File: src/rtl/fir_mac_serial.sv
`default_nettype none
// ============================================================================
// Module   : fir_mac_serial
// Purpose  : Parametrised, multi-channel, time-multiplexed FIR filter. A single
//            shared multiply-accumulate unit walks the TAPS coefficients once
//            per accepted sample. Each channel owns a circular delay line.
//            Coefficients are programmable at run time.
// Revision : 1.0 - initial release
// ----------------------------------------------------------------------------
// Parameters
//   DATA_W    sample / output width (signed)
//   COEF_W    coefficient width (signed)
//   TAPS      filter length (>= 2)
//   NUM_CH    number of independent channels
//   OUT_SHIFT arithmetic right shift applied to the accumulator on output
// Ports
//   clk        in   rising-edge clock
//   reset      in   synchronous active-high reset
//   sample     in   one-cycle strobe, xIn/ch valid
//   ch         in   channel of incoming sample
//   xIn        in   input sample
//   coef_we    in   coefficient write enable (ignored while busy)
//   coef_addr  in   coefficient index k (h[k])
//   coef_data  in   coefficient value
//   busy       out  MAC in progress
//   yValid     out  one-cycle strobe, yOut/yCh valid
//   yCh        out  channel of yOut
//   yOut       out  filtered output (held until next yValid)
//   overrun    out  sticky: a sample was dropped (busy or bad channel)
//   sat        out  (FIR_SAT_EN only) pulses with yValid when clipping occurred
// Build option
//   FIR_SAT_EN  round half up before the shift and saturate to DATA_W;
//               otherwise the shifted accumulator is truncated (wraps).
// ============================================================================
module fir_mac_serial #(
  parameter int DATA_W    = 16,
  parameter int COEF_W    = 16,
  parameter int TAPS      = 32,
  parameter int NUM_CH    = 1,
  parameter int OUT_SHIFT = 15,
  localparam int CH_W     = (NUM_CH > 1) ? $clog2(NUM_CH) : 1,
  localparam int ADDR_W   = $clog2(TAPS)
) (
  input  logic              clk,
  input  logic              reset,
  input  logic              sample,
  input  logic [CH_W-1:0]   ch,
  input  logic [DATA_W-1:0] xIn,
  input  logic              coef_we,
  input  logic [ADDR_W-1:0] coef_addr,
  input  logic [COEF_W-1:0] coef_data,
  output logic              busy,
  output logic              yValid,
  output logic [CH_W-1:0]   yCh,
  output logic [DATA_W-1:0] yOut,
`ifdef FIR_SAT_EN
  output logic              sat,
`endif
  output logic              overrun
);

  localparam int PROD_W   = DATA_W + COEF_W;
  localparam int ACC_W    = DATA_W + COEF_W + $clog2(TAPS);
  // Storage is sized to the full channel-index range so any ch value indexes
  // a real row; rows beyond NUM_CH are never written and stay constant zero.
  localparam int CH_SLOTS = 1 << CH_W;
  localparam logic [ADDR_W-1:0] LAST_TAP = ADDR_W'(TAPS - 1);
  localparam logic [CH_W:0]     NUM_CH_X = (CH_W + 1)'(NUM_CH);

  typedef enum logic [1:0] {
    S_IDLE = 2'd0,
    S_MAC  = 2'd1,
    S_OUT  = 2'd2
  } state_t;

  state_t                     state_q, state_d;
  logic [ADDR_W-1:0]          tap_q, tap_d;   // coefficient index k
  logic [ADDR_W-1:0]          rd_q, rd_d;     // delay-line slot holding x[n-k]
  logic [CH_W-1:0]            mch_q, mch_d;   // channel being filtered
  logic signed [ACC_W-1:0]    acc_q, acc_d;
  logic                       yValid_q, yValid_d;
  logic [CH_W-1:0]            yCh_q, yCh_d;
  logic [DATA_W-1:0]          yOut_q, yOut_d;
  logic                       overrun_q, overrun_d;

  logic [DATA_W-1:0]          dline_q [CH_SLOTS][TAPS];
  logic [ADDR_W-1:0]          wptr_q  [CH_SLOTS];
  logic [COEF_W-1:0]          coef_q  [TAPS];

  logic                       ch_ok;
  logic                       idle_like;
  logic                       accept;
  logic                       coef_wr;
  logic signed [DATA_W-1:0]   x_sel;
  logic signed [COEF_W-1:0]   h_sel;
  logic signed [PROD_W-1:0]   prod;
  logic signed [ACC_W-1:0]    acc_sum;
  logic [DATA_W-1:0]          y_conv;

  // --------------------------------------------------------------------------
  // Admission control. IDLE and OUT both accept a new sample, which is what
  // gives the TAPS+1 minimum sample spacing.
  // --------------------------------------------------------------------------
  assign ch_ok     = ({1'b0, ch} < NUM_CH_X);
  assign idle_like = (state_q != S_MAC);
  assign accept    = sample && idle_like && ch_ok;
  assign coef_wr   = coef_we && idle_like && (coef_addr <= LAST_TAP);

  // --------------------------------------------------------------------------
  // Datapath: one full-precision product per MAC cycle.
  // --------------------------------------------------------------------------
  assign x_sel   = $signed(dline_q[mch_q][rd_q]);
  assign h_sel   = $signed(coef_q[tap_q]);
  assign prod    = x_sel * h_sel;
  assign acc_sum = acc_q + $signed({{(ACC_W - PROD_W){prod[PROD_W-1]}}, prod});

  // --------------------------------------------------------------------------
  // Output conversion of the final accumulator value (acc_sum on the last tap).
  // --------------------------------------------------------------------------
`ifdef FIR_SAT_EN
  localparam int RND_SH = (OUT_SHIFT > 0) ? OUT_SHIFT - 1 : 0;
  localparam logic signed [ACC_W:0] RND =
    (OUT_SHIFT > 0) ? ((ACC_W + 1)'(1) << RND_SH) : '0;
  localparam logic signed [ACC_W:0] SAT_MAX =
    {{(ACC_W - DATA_W + 2){1'b0}}, {(DATA_W - 1){1'b1}}};
  localparam logic signed [ACC_W:0] SAT_MIN =
    {{(ACC_W - DATA_W + 2){1'b1}}, {(DATA_W - 1){1'b0}}};

  logic                    sat_q, sat_d;
  logic                    clip;
  logic signed [ACC_W:0]   rnd_sum;
  logic signed [ACC_W:0]   shifted;

  // One guard bit so adding the rounding constant can never wrap.
  always_comb begin
    rnd_sum = $signed({acc_sum[ACC_W-1], acc_sum}) + RND;
    shifted = rnd_sum >>> OUT_SHIFT;
    clip    = 1'b0;
    if (shifted > SAT_MAX) begin
      y_conv = {1'b0, {(DATA_W - 1){1'b1}}};
      clip   = 1'b1;
    end else if (shifted < SAT_MIN) begin
      y_conv = {1'b1, {(DATA_W - 1){1'b0}}};
      clip   = 1'b1;
    end else begin
      y_conv = DATA_W'(shifted);
    end
  end
`else
  // Truncate to the low DATA_W bits; out-of-range results wrap.
  assign y_conv = DATA_W'(acc_sum >>> OUT_SHIFT);
`endif

  // --------------------------------------------------------------------------
  // FSM next-state and control.
  // --------------------------------------------------------------------------
  always_comb begin
    state_d   = state_q;
    tap_d     = tap_q;
    rd_d      = rd_q;
    mch_d     = mch_q;
    acc_d     = acc_q;
    yValid_d  = 1'b0;
    yCh_d     = yCh_q;
    yOut_d    = yOut_q;
    overrun_d = overrun_q;
`ifdef FIR_SAT_EN
    sat_d     = 1'b0;
`endif

    // Any dropped sample (busy or illegal channel) latches overrun.
    if (sample && (!idle_like || !ch_ok)) begin
      overrun_d = 1'b1;
    end

    case (state_q)
      S_IDLE, S_OUT: begin
        if (accept) begin
          state_d = S_MAC;
          tap_d   = '0;
          // Newest sample lands at the current write pointer; start there.
          rd_d    = wptr_q[ch];
          mch_d   = ch;
          acc_d   = '0;
        end else begin
          state_d = S_IDLE;
        end
      end
      S_MAC: begin
        acc_d = acc_sum;
        tap_d = tap_q + 1'b1;
        // Walk backwards in time: x[n-k] sits one slot behind x[n-k+1].
        rd_d  = (rd_q == '0) ? LAST_TAP : rd_q - 1'b1;
        if (tap_q == LAST_TAP) begin
          state_d  = S_OUT;
          yValid_d = 1'b1;
          yCh_d    = mch_q;
          yOut_d   = y_conv;
`ifdef FIR_SAT_EN
          sat_d    = clip;
`endif
        end
      end
      default: state_d = S_IDLE;
    endcase
  end

  // --------------------------------------------------------------------------
  // Control / output registers.
  // --------------------------------------------------------------------------
  always_ff @(posedge clk) begin
    if (reset) begin
      state_q   <= S_IDLE;
      tap_q     <= '0;
      rd_q      <= '0;
      mch_q     <= '0;
      acc_q     <= '0;
      yValid_q  <= 1'b0;
      yCh_q     <= '0;
      yOut_q    <= '0;
      overrun_q <= 1'b0;
    end else begin
      state_q   <= state_d;
      tap_q     <= tap_d;
      rd_q      <= rd_d;
      mch_q     <= mch_d;
      acc_q     <= acc_d;
      yValid_q  <= yValid_d;
      yCh_q     <= yCh_d;
      yOut_q    <= yOut_d;
      overrun_q <= overrun_d;
    end
  end

`ifdef FIR_SAT_EN
  always_ff @(posedge clk) begin
    if (reset) begin
      sat_q <= 1'b0;
    end else begin
      sat_q <= sat_d;
    end
  end

  assign sat = sat_q;
`endif

  // --------------------------------------------------------------------------
  // Delay lines, write pointers and coefficient memory.
  // --------------------------------------------------------------------------
  always_ff @(posedge clk) begin
    if (reset) begin
      for (int c = 0; c < CH_SLOTS; c++) begin
        wptr_q[c] <= '0;
        for (int t = 0; t < TAPS; t++) begin
          dline_q[c][t] <= '0;
        end
      end
      for (int t = 0; t < TAPS; t++) begin
        coef_q[t] <= '0;
      end
    end else begin
      if (accept) begin
        dline_q[ch][wptr_q[ch]] <= xIn;
        wptr_q[ch]              <= (wptr_q[ch] == LAST_TAP) ? '0 : wptr_q[ch] + 1'b1;
      end
      if (coef_wr) begin
        coef_q[coef_addr] <= coef_data;
      end
    end
  end

  assign busy    = (state_q == S_MAC);
  assign yValid  = yValid_q;
  assign yCh     = yCh_q;
  assign yOut    = yOut_q;
  assign overrun = overrun_q;

endmodule
`default_nettype wire
File: config.mk
export PLATFORM = sky130hd
export DESIGN_NAME = fir_mac_serial
export DESIGN_NICKNAME = d
export VERILOG_FILES = /design/src/rtl/fir_mac_serial.sv
export SDC_FILE = /design/constraint.sdc
export NUM_CORES = 2
export LEC_CHECK = 0
export CAP_MARGIN = 20
export CORE_MARGIN = 3
export CORE_UTILIZATION = 55
export DETAILED_ROUTE_END_ITERATION = 8
export MAX_ROUTING_LAYER = met4
export PLACE_DENSITY = 0.71
export SLEW_MARGIN = 10
export SYNTH_ARGS = -nofsm -noshare
export SYNTH_HDL_FRONTEND = slang
export SYNTH_SLANG_ARGS = --single-unit
File: constraint.sdc
create_clock -name clk -period 9.5 [get_ports clk]
set_clock_uncertainty 0.2 [all_clocks]
set_input_delay 2.375 -clock clk [delete_from_list [all_inputs] [get_ports clk]]
set_output_delay 2.375 -clock clk [all_outputs]
set_load 0.005 [all_outputs]
==> run metrics <==
Worst Tran Pin Value 1150 ps; die footprint 150000 um^2; Critical Path Start Type register; total number of yosys warnings 0; CP max FO 19; Seq pwr share 31.9%; Max Clock Freq 109 MHz; # DRC 0; internal power 16600 uW; layer with the highest usage met2; largest net degree at the start of global routing 168; Worst Hold Depth 2; status completed; Routed Antenna Nets 0; number of synthesized register bits 1615; DR vias/cell 6.07; Overall Global Routing Usage 28.6%; slowest stage delay, CP 530 ps; post-detail-place hpwl 130000 um; Net Sw Frac 36.7%; share of cells above drive strength 1 19.8%; number of synthesized flops with an enable pin 1546; Main synth FF type edfxtp_1; Max IR drop VDD 881 uV; Vias 45003; port buffer count 61; row cnt 139; Area Overhead vs Synth 12.0%; router iterations before antenna repair 5; I/O pins 62; met2 Resource Use GR 44.6%; NetSw 9620 uW; Slew Limit Fails 0; CTS clk-pin slew, worst paths 60 ps; CP dominant cell by count fa_1; CP max-delay cell dfxtp_4; Crit Path Class reg -> reg; initial antenna violation count 15; core area 144000 um^2; clock tree buffer depth 3; number of standard cells in the layout, taps in and fillers out 7413; Die X 387 um; R2R cell count 30; H-tree Lvls 4; Clock Latency Late Sink 820 ps; Post-Route Setup TNS 0 ps; Avg WL per Cell 27.6 um; Avg Cell Area, Syn 15.3 um^2; Die Height 387 um; first-pass GRT wire length 306000 um; R2R Path End acc_q[29]; Worst Hold Launch yOut[6]; total global routing overflow 0; CTS Buf Count 166; Max transition margin 22.9%; DRT Wirelength 204000 um; grt met3 use 5.42%; overall power 26200 uW; Worst Path Arrival 9630 ps; clock sinks 1615; reg-to-reg slack, setup 340 ps; Netlist cell types 69; DRT iter0 DRCs 5206; Final min period 9160 ps; Clk pwr share 24.6%; combinational fraction of design power 43.5%; placed instance count 7079; HP Class reg -> reg; Tcrit/Tclk final 96.4%; area of the mapped netlist 80000 um^2; vias in the first global route 46473; Initial Util 55.5%; final net count 5796; P per Cell Area 293 nW/um^2; Leak Pwr 0.0339 uW; final setup fails 0; Post-Synthesis Cells 5223; GRT met1 Usage 38.5%; final hold violation count 0; number of max-cap violations 0; Hold Crit Endpoint yOut[6]; Post-synth ARST share 0%; CTS root buf clkbuf_16; Seq/Total Area, Yosys 59.8%; CP endpoint kind register; WP data required 9970 ps; RePlAce Congestion 0.914; CTS tree done
==> cells by family (layout without fill, tap and decap cells) <==
| group | count (synthesis) | in the layout | share of synthesized area [%] |
|---|---|---|---|
| AND/OR/NAND/NOR | 1629 | 1629 | 11.4 |
| AO/OA/AOI/OAI | 276 | 276 | 2.21 |
| flip-flops | 1615 | 1615 | 59.8 |
| XOR/XNOR | 45 | 45 | 0.510 |
| adder cells (fa/ha/maj) | 388 | 388 | 8.75 |
| multiplexers | 526 | 526 | 13.6 |
| other | 1 | 31 | 0.00469 |
| buffers and inverters | 743 | 1000 | 3.71 |
==> flip-flops by register name (all words and copies together) (netlist names), 2 cells and up, named ones only <==
register,cells
wptr_q,10
yOut,16
rd_q,5
tap_q,5
dline_q,1024
coef_q,512
state_q,2
acc_q,31
==> cell usage in the layout, fill, tap and decap left out, types with 26 or more instances in the layout <==
cell,count
a21oi_1,70
fa_1,285
nand2b_1,29
clkinv_2,35
inv_1,333
clkdlybuf4s50_1,60
dfxtp_1,62
clkinv_1,40
and2_1,1049
o21ai_2,32
edfxtp_1,1546
mux2i_1,63
buf_4,259
o21ai_1,39
clkbuf_1,26
nand3_1,31
ha_1,103
mux4_2,450
clkbuf_16,168
nand2_1,166
nor2_1,238
xnor2_1,30
==> Yosys cell counts, types with 6 or more instances <==
master | count | area [um^2]
or2_2 | 9 | 56.3
mux4_2 | 450 | 10100
and2_1 | 1049 | 6560
o21a_1 | 6 | 45.0
o221ai_1 | 12 | 105
clkbuf_1 | 302 | 1130
nand2_1 | 166 | 623
fa_1 | 285 | 5710
a22oi_1 | 13 | 97.6
inv_1 | 334 | 1250
inv_2 | 12 | 45.0
nand3_1 | 31 | 155
nor2_1 | 260 | 976
o21ai_0 | 83 | 415
a21o_1 | 23 | 173
o22ai_1 | 6 | 37.5
o21ai_1 | 7 | 35.0
a221oi_1 | 14 | 123
edfxtp_1 | 1546 | 46400
nor3_1 | 20 | 100
mux2_2 | 7 | 78.8
ha_1 | 103 | 1290
mux2i_1 | 69 | 691
dfxtp_1 | 69 | 1380
xnor2_1 | 30 | 263
nand2b_1 | 30 | 188
a31oi_1 | 10 | 62.6
or3_1 | 21 | 131
buf_2 | 43 | 215
buf_4 | 19 | 143
buf_1 | 25 | 93.8
xor2_1 | 14 | 123
nor2b_1 | 14 | 87.6
a21oi_1 | 70 | 350
==> power groups by stage <==
stage                     logic (uW)  registers (uW)  clock network [uW]
after floorplan                 8370            8470                   0
after CTS                      11500            8390                6520
after detailed placement       11400            8530                   0
after global placement         11300            8510                   0
final                          11400            8380                6450
after global routing           12800            8420                6790
==> final cells by class <==
class | instances | area, um^2
fillers | 10332 | 54500
flip-flops and latches | 1615 | 47800
multi-input cells | 2885 | 29500
clock buffers | 194 | 4300
repair buffers | 350 | 3160
well taps | 1903 | 2380
inverters | 348 | 1310
clock inverters | 108 | 1060
diodes | 10 | 25.0
==> what timing repair did <==
item / 4_1_cts / 5_1_grt
resized for setup: 0 / 4
hold endpoints to repair: 0 / 0
setup endpoints to repair: 0 / 16
buffers inserted: 0 / 8
hold buffers: 0 / 0
==> routing by layer <==
metal  wire length (um)  vias up
met2              99700     2165
met4               6430        0
met3              19000      359
met1              79300    23406
li1                   -    19073
met5                  0        -
==> critical path, delay by kind of cell, from the launching register on <==
| kind | cells | cell delay, ps |
|---|---|---|
| AO/OA/AOI/OAI | 9 | 2280 |
| adder cells (fa/ha/maj) | 7 | 3160 |
| buffers and inverters | 7 | 1070 |
| flip-flops | 1 | 530 |
| multiplexers | 3 | 1280 |
| AND/OR/NAND/NOR | 4 | 470 |
==> through the flow <==
| step | util (%) | cell area [um^2] | hold WS [ps] | worst slack [ps] |
|---|---|---|---|---|
| global placement | 58.2 | 83900 | 242 | 251 |
| CTS | 62.0 | 89300 | 258 | 131 |
| floorplan | - | 80000 | 228 | 771 |
| finish | 62.2 | 89500 | 253 | 344 |
| detailed placement | 58.3 | 83900 | 250 | 192 |
| global route | 62.2 | 89500 | 283 | -15.1 |
==> worst max-delay path by stage <==
| stage | to | slack (ps) | startpoint |
|---|---|---|---|
| after detailed placement | yOut[5] | 190 | register |
| after CTS | yOut[5] | 130 | register |
| after floorplan | acc_q[29] | 770 | register |
| final | acc_q[29] | 340 | register |
| after global routing | yOut[5] | -20 | register |
| after global placement | yOut[5] | 250 | register |
(Power assumes the default switching activity.)
